## config.mk

```make
export PLATFORM = sky130hd
export DESIGN_NAME = pipe_muldiv_unit
export DESIGN_NICKNAME = d
export VERILOG_FILES = /design/src/rtl/pipe_muldiv_unit.sv
export SDC_FILE = /design/constraint.sdc
export NUM_CORES = 1
export LEC_CHECK = 0
export CORE_MARGIN = 5
export CORE_UTILIZATION = 45
export CTS_BUF_LIST = sky130_fd_sc_hd__clkbuf_4 sky130_fd_sc_hd__clkbuf_8
export DETAILED_ROUTE_END_ITERATION = 7
export PLACE_DENSITY = 0.68
export SYNTH_ARGS = -nofsm -noshare
export SYNTH_HDL_FRONTEND = slang
export SYNTH_SLANG_ARGS = --single-unit
```

## constraint.sdc

```tcl
create_clock -name clk -period 7.2 [get_ports clk]
set_clock_uncertainty 0.2 [all_clocks]
set_input_delay 1.44 -clock clk [delete_from_list [all_inputs] [get_ports clk]]
set_output_delay 1.44 -clock clk [all_outputs]
set_load 0.03 [all_outputs]
```

## src/rtl/pipe_muldiv_unit.sv

```systemverilog
// pipe_muldiv_unit: iterative signed/unsigned multiply/divide into HI/LO.
// Latency WIDTH+1 edges from accepted start to result (one bit per cycle + fix-up).
// Backpressure: busy stalls issue; start while busy is dropped; flush aborts with no result.
//
// Ports:
//   clk, reset         rising-edge clock, async active-high reset
//   start, op          issue request (IDLE only); op 00 MULT, 01 MULTU, 10 DIV, 11 DIVU
//   srcA, srcB         multiplicand/dividend, multiplier/divisor (sampled at issue only)
//   flush              abort the in-flight op, HI/LO untouched
//   hi_we, lo_we,wdata direct HI/LO writes, honoured only while idle
//   busy, done         op in flight / one-cycle result pulse
//   hi, lo             result registers
module pipe_muldiv_unit #(
  parameter int WIDTH = 32
) (
  input  logic             clk,
  input  logic             reset,
  input  logic             start,
  input  logic [1:0]       op,
  input  logic [WIDTH-1:0] srcA,
  input  logic [WIDTH-1:0] srcB,
  input  logic             flush,
  input  logic             hi_we,
  input  logic             lo_we,
  input  logic [WIDTH-1:0] wdata,
  output logic             busy,
  output logic             done,
  output logic [WIDTH-1:0] hi,
  output logic [WIDTH-1:0] lo
);

  localparam int CW = $clog2(WIDTH) + 1;

  typedef enum logic [1:0] {S_IDLE, S_RUN, S_FIX} state_t;

  state_t             state_q, state_d;
  logic [CW-1:0]      cnt_q, cnt_d;
  logic               is_div_q, is_div_d;
  logic               neg_res_q, neg_res_d;   // negate product / quotient
  logic               neg_rem_q, neg_rem_d;   // remainder follows dividend sign
  logic               divz_q, divz_d;
  logic [WIDTH-1:0]   a_orig_q, a_orig_d;
  logic [WIDTH-1:0]   m_q, m_d;               // multiplicand or divisor magnitude
  logic [2*WIDTH-1:0] prod_q, prod_d;         // {acc/remainder, multiplier/quotient}
  logic [WIDTH-1:0]   hi_q, hi_d;
  logic [WIDTH-1:0]   lo_q, lo_d;
  logic               done_q, done_d;

  // Operand magnitudes; the most-negative value maps onto itself, which reads
  // correctly as an unsigned magnitude.
  logic             a_neg, b_neg;
  logic [WIDTH-1:0] a_mag, b_mag;
  assign a_neg = ~op[0] & srcA[WIDTH-1];
  assign b_neg = ~op[0] & srcB[WIDTH-1];
  assign a_mag = a_neg ? -srcA : srcA;
  assign b_mag = b_neg ? -srcB : srcB;

  // Shift-add step: conditionally add into the upper half, then shift the
  // whole product right with the carry coming in at the top.
  logic [WIDTH:0]     mul_sum;
  logic [2*WIDTH-1:0] mul_next;
  assign mul_sum  = {1'b0, prod_q[2*WIDTH-1:WIDTH]} + (prod_q[0] ? {1'b0, m_q} : '0);
  assign mul_next = {mul_sum, prod_q[WIDTH-1:1]};

  // Restoring step: bring the next dividend bit into the remainder and
  // subtract; the borrow bit says whether to keep the difference.
  logic [WIDTH:0]     div_tmp, div_diff;
  logic               div_ok;
  logic [2*WIDTH-1:0] div_next;
  assign div_tmp  = {prod_q[2*WIDTH-1:WIDTH], prod_q[WIDTH-1]};
  assign div_diff = div_tmp - {1'b0, m_q};
  assign div_ok   = ~div_diff[WIDTH];
  assign div_next = {(div_ok ? div_diff[WIDTH-1:0] : div_tmp[WIDTH-1:0]),
                     prod_q[WIDTH-2:0], div_ok};

  // Sign fix-up applied when the result is committed.
  logic [2*WIDTH-1:0] prod_fix;
  logic [WIDTH-1:0]   quo_fix, rem_fix;
  assign prod_fix = neg_res_q ? -prod_q : prod_q;
  assign quo_fix  = neg_res_q ? -prod_q[WIDTH-1:0] : prod_q[WIDTH-1:0];
  assign rem_fix  = neg_rem_q ? -prod_q[2*WIDTH-1:WIDTH] : prod_q[2*WIDTH-1:WIDTH];

  always_comb begin
    state_d   = state_q;
    cnt_d     = cnt_q;
    is_div_d  = is_div_q;
    neg_res_d = neg_res_q;
    neg_rem_d = neg_rem_q;
    divz_d    = divz_q;
    a_orig_d  = a_orig_q;
    m_d       = m_q;
    prod_d    = prod_q;
    hi_d      = hi_q;
    lo_d      = lo_q;
    done_d    = 1'b0;

    case (state_q)
      S_IDLE: begin
        if (hi_we) hi_d = wdata;
        if (lo_we) lo_d = wdata;
        if (start && !flush) begin
          state_d   = S_RUN;
          cnt_d     = '0;
          is_div_d  = op[1];
          neg_res_d = a_neg ^ b_neg;
          neg_rem_d = a_neg;
          divz_d    = (srcB == '0);
          a_orig_d  = srcA;
          m_d       = op[1] ? b_mag : a_mag;
          prod_d    = {{WIDTH{1'b0}}, (op[1] ? a_mag : b_mag)};
        end
      end
      S_RUN: begin
        prod_d = is_div_q ? div_next : mul_next;
        if (cnt_q == CW'(WIDTH - 1)) state_d = S_FIX;
        else                         cnt_d   = cnt_q + 1'b1;
      end
      S_FIX: begin
        state_d = S_IDLE;
        done_d  = 1'b1;
        if (!is_div_q) begin
          hi_d = prod_fix[2*WIDTH-1:WIDTH];
          lo_d = prod_fix[WIDTH-1:0];
        end else if (divz_q) begin
          hi_d = a_orig_q;
          lo_d = '1;
        end else begin
          hi_d = rem_fix;
          lo_d = quo_fix;
        end
      end
      default: state_d = S_IDLE;
    endcase

    // Abort: leave HI/LO as they were before the op and suppress done.
    if (flush && state_q != S_IDLE) begin
      state_d = S_IDLE;
      hi_d    = hi_q;
      lo_d    = lo_q;
      done_d  = 1'b0;
    end
  end

  always_ff @(posedge clk or posedge reset) begin
    if (reset) begin
      state_q   <= S_IDLE;
      cnt_q     <= '0;
      is_div_q  <= 1'b0;
      neg_res_q <= 1'b0;
      neg_rem_q <= 1'b0;
      divz_q    <= 1'b0;
      a_orig_q  <= '0;
      m_q       <= '0;
      prod_q    <= '0;
      hi_q      <= '0;
      lo_q      <= '0;
      done_q    <= 1'b0;
    end else begin
      state_q   <= state_d;
      cnt_q     <= cnt_d;
      is_div_q  <= is_div_d;
      neg_res_q <= neg_res_d;
      neg_rem_q <= neg_rem_d;
      divz_q    <= divz_d;
      a_orig_q  <= a_orig_d;
      m_q       <= m_d;
      prod_q    <= prod_d;
      hi_q      <= hi_d;
      lo_q      <= lo_d;
      done_q    <= done_d;
    end
  end

  assign busy = (state_q != S_IDLE);
  assign done = done_q;
  assign hi   = hi_q;
  assign lo   = lo_q;

endmodule

```

==> results by group, run 1 <==
CTS
  – TritonCTS Buffers: 40
  – Clock-pin slew on the worst setup and hold paths: around 0.06 ns
  – H-tree depth: 2
  – Post-CTS Repair Setup Buffers: 0
  – Clk buf depth: 3
  – Root buf cell: clkbuf_8
  – Clock sinks: a little over 200
  – Post-CTS Resized: 0
  – Cts hold-fix bufs: 0
  – Latest clock arrival within the worst-skew pair: between 0.6 and 0.7 ns
  – CTS tree: built

Drt
  – Vias per cell: ~6.2
  – Drt total wl: around 65 mm
  – # DRC: 0
  – Vias: between 15,000 and 20,000
  – Post-DRT Antenna Nets: 0
  – DR WL/cell: approximately 23 um
  – First-pass detailed-route iteration total: 6
  – DR iter-0 viols: around 1,900

Logic synthesis
  – Syn avg cell area: 7.72 um2
  – FF+latch count, synth: slightly above 200
  – Synth Flop Type: dfrtp_1
  – Post-synthesis cell type count: 81
  – Net count after synthesis: 2,423
  – Seq/Total Area, Yosys: 0.296
  – EDFF count, synth: 0
  – Post-Syn Instances: between 2,000 and 2,500
  – YS warnings: 0
  – Share of flip-flops with an asynchronous set or reset: 1.00
  – Synthesized area: around 17,000 um2

Worst setup path
  – Slowest stage delay, CP: between 0.8 and 0.9 ns
  – Crit. End Element: flop
  – Capturing point of the worst reg2reg path: prod_q[33]$_DFFE_PP0P_
  – Critical-path maximum fanout: 18
  – Max stage delay cell, worst path: o211ai_1
  – Worst EP required: 7.51 ns
  – Setup Crit Path Kind: reg -> reg
  – Crit start category: flop
  – Worst reg2reg setup slack: roughly 2.5 ns
  – Worst EP arrival: between 4 and 5 ns
  – Crit path cell chain: ha_1, a21oi_1, o21bai_1, a221oi_1, a211oi_1, or2_2, o211ai_1, buf_4, mux2_2, o21ai_0
  – Reg2Reg Depth: 10
  – FF-to-FF Start: prod_q[40]$_DFFE_PP0P_

Worst hold path
  – Hold_sp: lo[30]$_DFFE_PP0P_
  – Hold path endpoint: lo[30]$_DFFE_PP0P_
  – Hold path depth: 2
  – Hold Crit Class: reg -> reg

Outcome
  – Outcome: finished, final reports clean

Timing
  – Tmin final: between 4 and 5 ns
  – RSZ-0062 raised after global routing: no
  – Worst hold slack: ~0.28 ns
  – Setup TNS: 0 ns
  – Achievable Freq: about 210 MHz
  – Final Hold Vio Count: 0
  – Worst slew pin tran: 1.21 ns
  – Slew Limit Fails: 0
  – Final setup violation count: 0
  – Final period util: 0.648
  – Relative slew slack: 0.192

Global route
  – First-pass GRT wire length: 98.5 mm
  – Initial antenna violation count: 1
  – GR Overflow Total: 0
  – Vias in the first global route: about 17,000
  – Pin count of the biggest net entering global routing: about 140
  – Tot GR Track Use: 0.299

Placement
  – RD Place Congestion: 0.948
  – I/O Buffers: 169
  – Dpl hpwl: around 49 mm

Floorplanning
  – Chip height: ~210 um
  – Rows: 72
  – Die W: ~210 um
  – Starting density of the core: 0.452
  – Top Ports: 170
  – Core ar.: 38,400 um2
  – Die area: 42,600 um2

Run
  – Max-cap check violation count: 0

Layout
  – Layout cells sized above 1: 0.0609
  – Synthesis-to-finish area growth: 16.1%
  – Nets: ~2,500

Power and ir drop
  – Power Dens Cells: between 300 and 400 nW/um2
  – Worst VDD drop: about 150 uV
  – Leak Pwr: 0.00846 uW
==> through the flow <==
stage          utilization  setup slack (ns)  instance area [um2]  std cells  power [uW]
4_1_cts              0.525              2.62                20100       2868        6750
3_3_place_gp         0.503              2.15                19300       2797        5400
6_report             0.525              2.53                20100       2869        6810
3_5_place_dp         0.503              2.09                19300       2797        5460
2_1_floorplan            -              2.90                17400       2248        4350
5_1_grt              0.525              2.26                20100       2868        7220
==> cells in the mapped netlist, drive strengths merged (8+ instances only) <==
cell type    n  area [um2]
a211oi      54         410
a21o        39         293
a21oi      169         846
a221oi       8        70.1
a22oi       22         165
a31oi       21         131
and2        10        62.6
and3        17         106
buf         24         123
clkbuf     141         529
dfrtp      205        5130
ha          69         863
inv         73         274
mux2i       70         701
nand2      319        1200
nand2b      29         189
nand3       58         290
nand4       15        93.8
nor2       164         616
nor2b       14        87.6
nor3        30         150
nor4        18         131
o211ai      24         180
o21ai      230        1150
o21bai       9        67.6
o221ai      12         105
o22ai       42         263
o31ai       30         225
o41ai        9        97.6
or2         12        75.1
or3         22         143
or4         17         143
xnor2      114         998
xor2        70         613
==> flip-flops by register name, indices dropped and copies added (netlist names) <==
register   flops
prod_q        64
a_orig_q      32
hi            32
lo            32
m_q           32
cnt_q          6
state_q        2
divz_q         1
done           1
is_div_q       1
neg_rem_q      1
neg_res_q      1
==> worst max-delay path: cells and delay by family (launching register included) <==
family | cells | cell delay [ns]
flip-flops | 1 | 0.72
buffers and inverters | 1 | 0.41
multiplexers | 1 | 0.36
AO/OA/AOI/OAI | 6 | 2.13
adder cells (fa/ha/maj) | 1 | 0.41
AND/OR/NAND/NOR | 1 | 0.35
==> routing by layer <==
metal	part of all wire	vias up	global-route usage
met1	0.43	8498	0.419
met3	0.090	134	0.0612
met2	0.44	862	0.454
met4	0.039	2	0.121
met5	0.00011	-	0
li1	-	8239	-
==> kinds of logic (layout without fill, tap and decap cells) <==
logic type / Yosys count / count (layout) / synth area share
adder cells (fa/ha/maj): 71 / 71 / 0.0521
XOR/XNOR: 184 / 184 / 0.0929
AND/OR/NAND/NOR: 754 / 754 / 0.205
flip-flops: 205 / 205 / 0.296
buffers and inverters: 238 / 340 / 0.0534
other: 0 / 1 / 0
AO/OA/AOI/OAI: 720 / 720 / 0.257
multiplexers: 76 / 76 / 0.0443
==> placed cells by master (no fill, tap or decap), drive strengths merged, types with 24 or more instances in the layout <==
cell | netlist | routed
a211oi | 54 | 54
a21o | 39 | 39
clkbuf | 141 | 57
inv | 73 | 73
o31ai | 30 | 30
o22ai | 42 | 42
nand3 | 58 | 58
nand2b | 29 | 29
mux2i | 70 | 70
ha | 69 | 69
a21oi | 169 | 169
xor2 | 70 | 70
buf | 24 | 28
o21ai | 230 | 230
nor3 | 30 | 30
clkdlybuf4s50 | 0 | 168
o211ai | 24 | 24
dfrtp | 205 | 205
xnor2 | 114 | 114
nand2 | 319 | 319
nor2 | 164 | 164
==> power by group <==
| part | switching, uW | total, uW | internal, uW |
|---|---|---|---|
| sequential | 522 | 1920 | 1400 |
| clock | 573 | 1270 | 693 |
| combinational | 2160 | 3620 | 1460 |
==> final cells by class <==
type                       count  area, um2
fill                        3717      18200
multi-input combinational   1805      11300
sequential                   205       5130
timing repair buffer         196       1900
clock buffer                  57        728
tap                          518        648
inverter                      73        278
clock inverter                14        113
antenna                        1       2.50
==> worst max path at each step <==
| stage | slack [ns] | to | cells after the start | start |
|---|---|---|---|---|
| CTS | 2.62 | prod_q[58]$_DFFE_PP0P_ | 11 | prod_q[40]$_DFFE_PP0P_ |
| finish | 2.53 | prod_q[33]$_DFFE_PP0P_ | 10 | prod_q[40]$_DFFE_PP0P_ |
| floorplan | 2.90 | a_orig_q[0]$_DFFE_PP0P_ | 1 | reset |
| global placement | 2.15 | lo[11]$_DFFE_PP0P_ | 11 | flush |
| global route | 2.26 | prod_q[59]$_DFFE_PP0P_ | 11 | prod_q[40]$_DFFE_PP0P_ |
| detailed placement | 2.09 | lo[11]$_DFFE_PP0P_ | 11 | flush |
Power figures use the tool's default switching activity.
==> inputs of run 2 (changes only) <==
--- a/config.mk
+++ b/config.mk
@@ -9,7 +9,7 @@
 export CORE_UTILIZATION = 45
 export CTS_BUF_LIST = sky130_fd_sc_hd__clkbuf_4 sky130_fd_sc_hd__clkbuf_8
 export DETAILED_ROUTE_END_ITERATION = 7
-export PLACE_DENSITY = 0.68
+export PLACE_DENSITY = 0.65
 export SYNTH_ARGS = -nofsm -noshare
 export SYNTH_HDL_FRONTEND = slang
 export SYNTH_SLANG_ARGS = --single-unit
==> constraint.sdc (replaced) <==
create_clock -name clk -period 4.7 [get_ports clk]
set_clock_uncertainty 0.2 [all_clocks]
set_input_delay 0.94 -clock clk [delete_from_list [all_inputs] [get_ports clk]]
set_output_delay 0.94 -clock clk [all_outputs]
set_load 0.03 [all_outputs]
==> results by group, run 2 (same netlist as run 1, synthesis figures left out) <==
Timing
  – Relative slew slack: 0.373 (+0.181)
  – Final setup violation count: 0 (unchanged)
  – Worst slew pin tran: 0.917 ns (-0.293 ns)
  – RSZ-0062 raised after global routing: no
  – Slew Limit Fails: 0 (unchanged)
  – Final period util: 0.882 (+0.234)
  – Setup TNS: 0 ns (unchanged)
  – Final Hold Vio Count: 0 (unchanged)
  – Achievable Freq: 241 MHz (+13%)
  – Post-route setup slack: 0.554 ns (-1.98 ns)
  – Tmin final: 4.15 ns (-0.521 ns)

Placement
  – RD Place Congestion: 0.983 (+3.7%)
  – Placement Setup Slack: 0.329 ns (-1.76 ns)
  – Cell area after placement: 19,600 um2 (+1.7%)
  – I/O Buffers: 169 (unchanged)
  – Dpl hpwl: 51.7 mm (+4.7%)
  – Placed cells: 2,834 (+1.3%)

Worst setup path
  – Slowest stage delay, CP: 0.53 ns (-0.36 ns)
  – FF-to-FF Start: prod_q[0]$_DFFE_PP0P_
  – Crit. End Element: flop
  – Crit-path most repeated cell: o211ai_1
  – CP Depth: 13 (+3)
  – Setup Crit Path Kind: reg -> reg
  – Setup crit end: prod_q[61]$_DFFE_PP0P_
  – Crit start category: flop
  – Crit path cell chain: inv_1, nor2_1, ha_1, and3_1, and4_1, o21ai_0, a2111oi_0, buf_4, o211ai_1, o211ai_1, mux2i_1, o211ai_1, a31o_2
  – Worst EP required: 4.95 ns (-2.56 ns)
  – Crit path buf inv count: 2 (+1)
  – Worst reg2reg setup slack: 0.55 ns (-1.98 ns)
  – Max stage delay cell, worst path: inv_1
  – Critical-path maximum fanout: 13 (-5)
  – Worst EP arrival: 4.40 ns (-0.58 ns)
  – Delay-heaviest family, CP: compound AO/OA/AOI/OAI gates
  – Critical Path Start: prod_q[0]$_DFFE_PP0P_
  – Reg2Reg Depth: 13 (+3)
  – Capturing point of the worst reg2reg path: prod_q[61]$_DFFE_PP0P_

Layout
  – Nets: 2,533 (+1.5%)
  – Antenna Cells: 0 (-1)
  – Layout cells sized above 1: 0.0762 (+0.0153)
  – Final design instance area without fill: 20,500 um2 (+1.7%)
  – Fill cell count: 3,738 (+0.56%)
  – Commonest non-fill, non-tap cells in the layout: nand2_1, o21ai_0, dfrtp_1, clkdlybuf4s50_1, a21oi_1
  – Commonest non-fill, non-tap cell in the layout: nand2_1
  – Fin util: 0.533 (+0.00870)
  – Max FFs per register: 64 (unchanged)
  – Largest register by flop count: prod_q
  – Synthesis-to-finish area growth: 18.0%
  – Layout Cells excl Fill: 2,907 (+1.3%)

Drt
  – Vias: 17,980 (+1.4%)
  – First-pass detailed-route iteration total: 7 (+1)
  – # DRC: 0 (unchanged)
  – Vias per cell: 6.19 (about the same)
  – Post-DRT Antenna Nets: 0 (unchanged)
  – DR iter-0 viols: 2,013 (+6.2%)
  – DR WL/cell: 23.1 um (+1.8%)
  – Drt total wl: 67.0 mm (+3.2%)

Worst hold path
  – Hold_sp: lo[30]$_DFFE_PP0P_
  – Hold Crit Class: reg -> reg

CTS
  – Latest clock arrival within the worst-skew pair: 0.57 ns (-0.05 ns)
  – Clk buf depth: 3 (unchanged)
  – TritonCTS Buffers: 40 (unchanged)
  – Clock sinks: 205 (unchanged)
  – Root buf cell: clkbuf_8
  – Cts hold-fix bufs: 0 (unchanged)
  – Post-CTS Repair Setup Buffers: 0 (unchanged)
  – Clock-pin slew on the worst setup and hold paths: 0.06 ns (about the same)
  – CTS tree: built
  – H-tree depth: 2 (unchanged)
  – Post-CTS Resized: 0 (unchanged)

Floorplanning
  – Die W: 206 um (unchanged)
  – Top Ports: 170 (unchanged)
  – Rows: 72 (unchanged)
  – Chip height: 206 um (unchanged)
  – Starting density of the core: 0.452 (unchanged)
  – Die area: 42,600 um2 (unchanged)
  – Core ar.: 38,400 um2 (unchanged)

Global route
  – GR Overflow Total: 0 (unchanged)
  – Tot GR Track Use: 0.309 (+0.00930)
  – First-pass GRT wire length: 102 mm (+3.4%)
  – Initial antenna violation count: 0 (-1)
  – Vias in the first global route: 16,760 (+1.4%)
  – Pin count of the biggest net entering global routing: 80 (-41%)

Power and ir drop
  – Power Dens Cells: 518 nW/um2 (+53%)
  – Worst VDD drop: 287 uV (+95%)
  – Leak Pwr: 0.00866 uW (+2.4%)

Run
  – Max-cap check violation count: 0 (unchanged)

Outcome
  – Outcome: finished, final reports clean
[run 2: cell count changes in the layout (fill, tap and decap cells not counted), sizes merged]
cell	change
diode	-1
clkinvlp	+1
clkbuf	+3
inv	+1
clkinv	-3
buf	+37
[run 2: where the power goes]
group | leakage [uW] | switching (uW) | internal (uW) | total [uW]
registers | 0.00252 | 606 | 2150 | 2760
logic | 0.00569 | 3590 | 2340 | 5930
clock network | 0.000454 | 850 | 1080 | 1930
total | 0.00866 | 5040 | 5570 | 10600
[run 2: worst register-to-register path, cell delays in order, from the launching register on]
cell and delay [ns]:
dfrtp_1 0.48, inv_1 0.53, nor2_1 0.14, ha_1 0.39, and3_1 0.27, and4_1 0.20
o21ai_0 0.21, a2111oi_0 0.48, buf_4 0.21, o211ai_1 0.11, o211ai_1 0.21, mux2i_1 0.24
o211ai_1 0.13, a31o_2 0.24
[run 2: layout make-up]
type | count | area, um2 | area share
Sequential cell | 205 | 5130 | 0.251
Clock buffer | 60 | 744 | 0.0364
Tap cell | 518 | 648 | 0.0317
Timing Repair Buffer | 233 | 2230 | 0.109
Inverter | 73 | 278 | 0.0136
Clock inverter | 13 | 105 | 0.00513
Multi-Input combinational cell | 1805 | 11300 | 0.553
[run 2: layer usage]
layer / vias up / GRT usage / routed length (um)
met5: - / 0 / 0
met4: 0 / 0.108 / 2710
met3: 131 / 0.0463 / 5820
met2: 909 / 0.468 / 28800
met1: 8615 / 0.449 / 29700
li1: 8325 / - / -
[run 2: stage by stage]
step,hold slack [ns],power (uW)
2_1_floorplan,0.239,6670
3_3_place_gp,0.255,8450
3_5_place_dp,0.265,8520
4_1_cts,0.280,10500
5_1_grt,0.300,11200
6_report,0.276,10600
[run 2: worst min-delay path by stage]
stage                                to  slack [ns]  cells past startpoint
4_1_cts        a_orig_q[18]$_DFFE_PP0P_        0.28                      2
5_1_grt        a_orig_q[18]$_DFFE_PP0P_        0.30                      2
3_3_place_gp   a_orig_q[18]$_DFFE_PP0P_        0.26                      2
3_5_place_dp   a_orig_q[18]$_DFFE_PP0P_        0.26                      2
6_report             lo[30]$_DFFE_PP0P_        0.28                      2
2_1_floorplan  a_orig_q[11]$_DFFE_PP0P_        0.24                      2
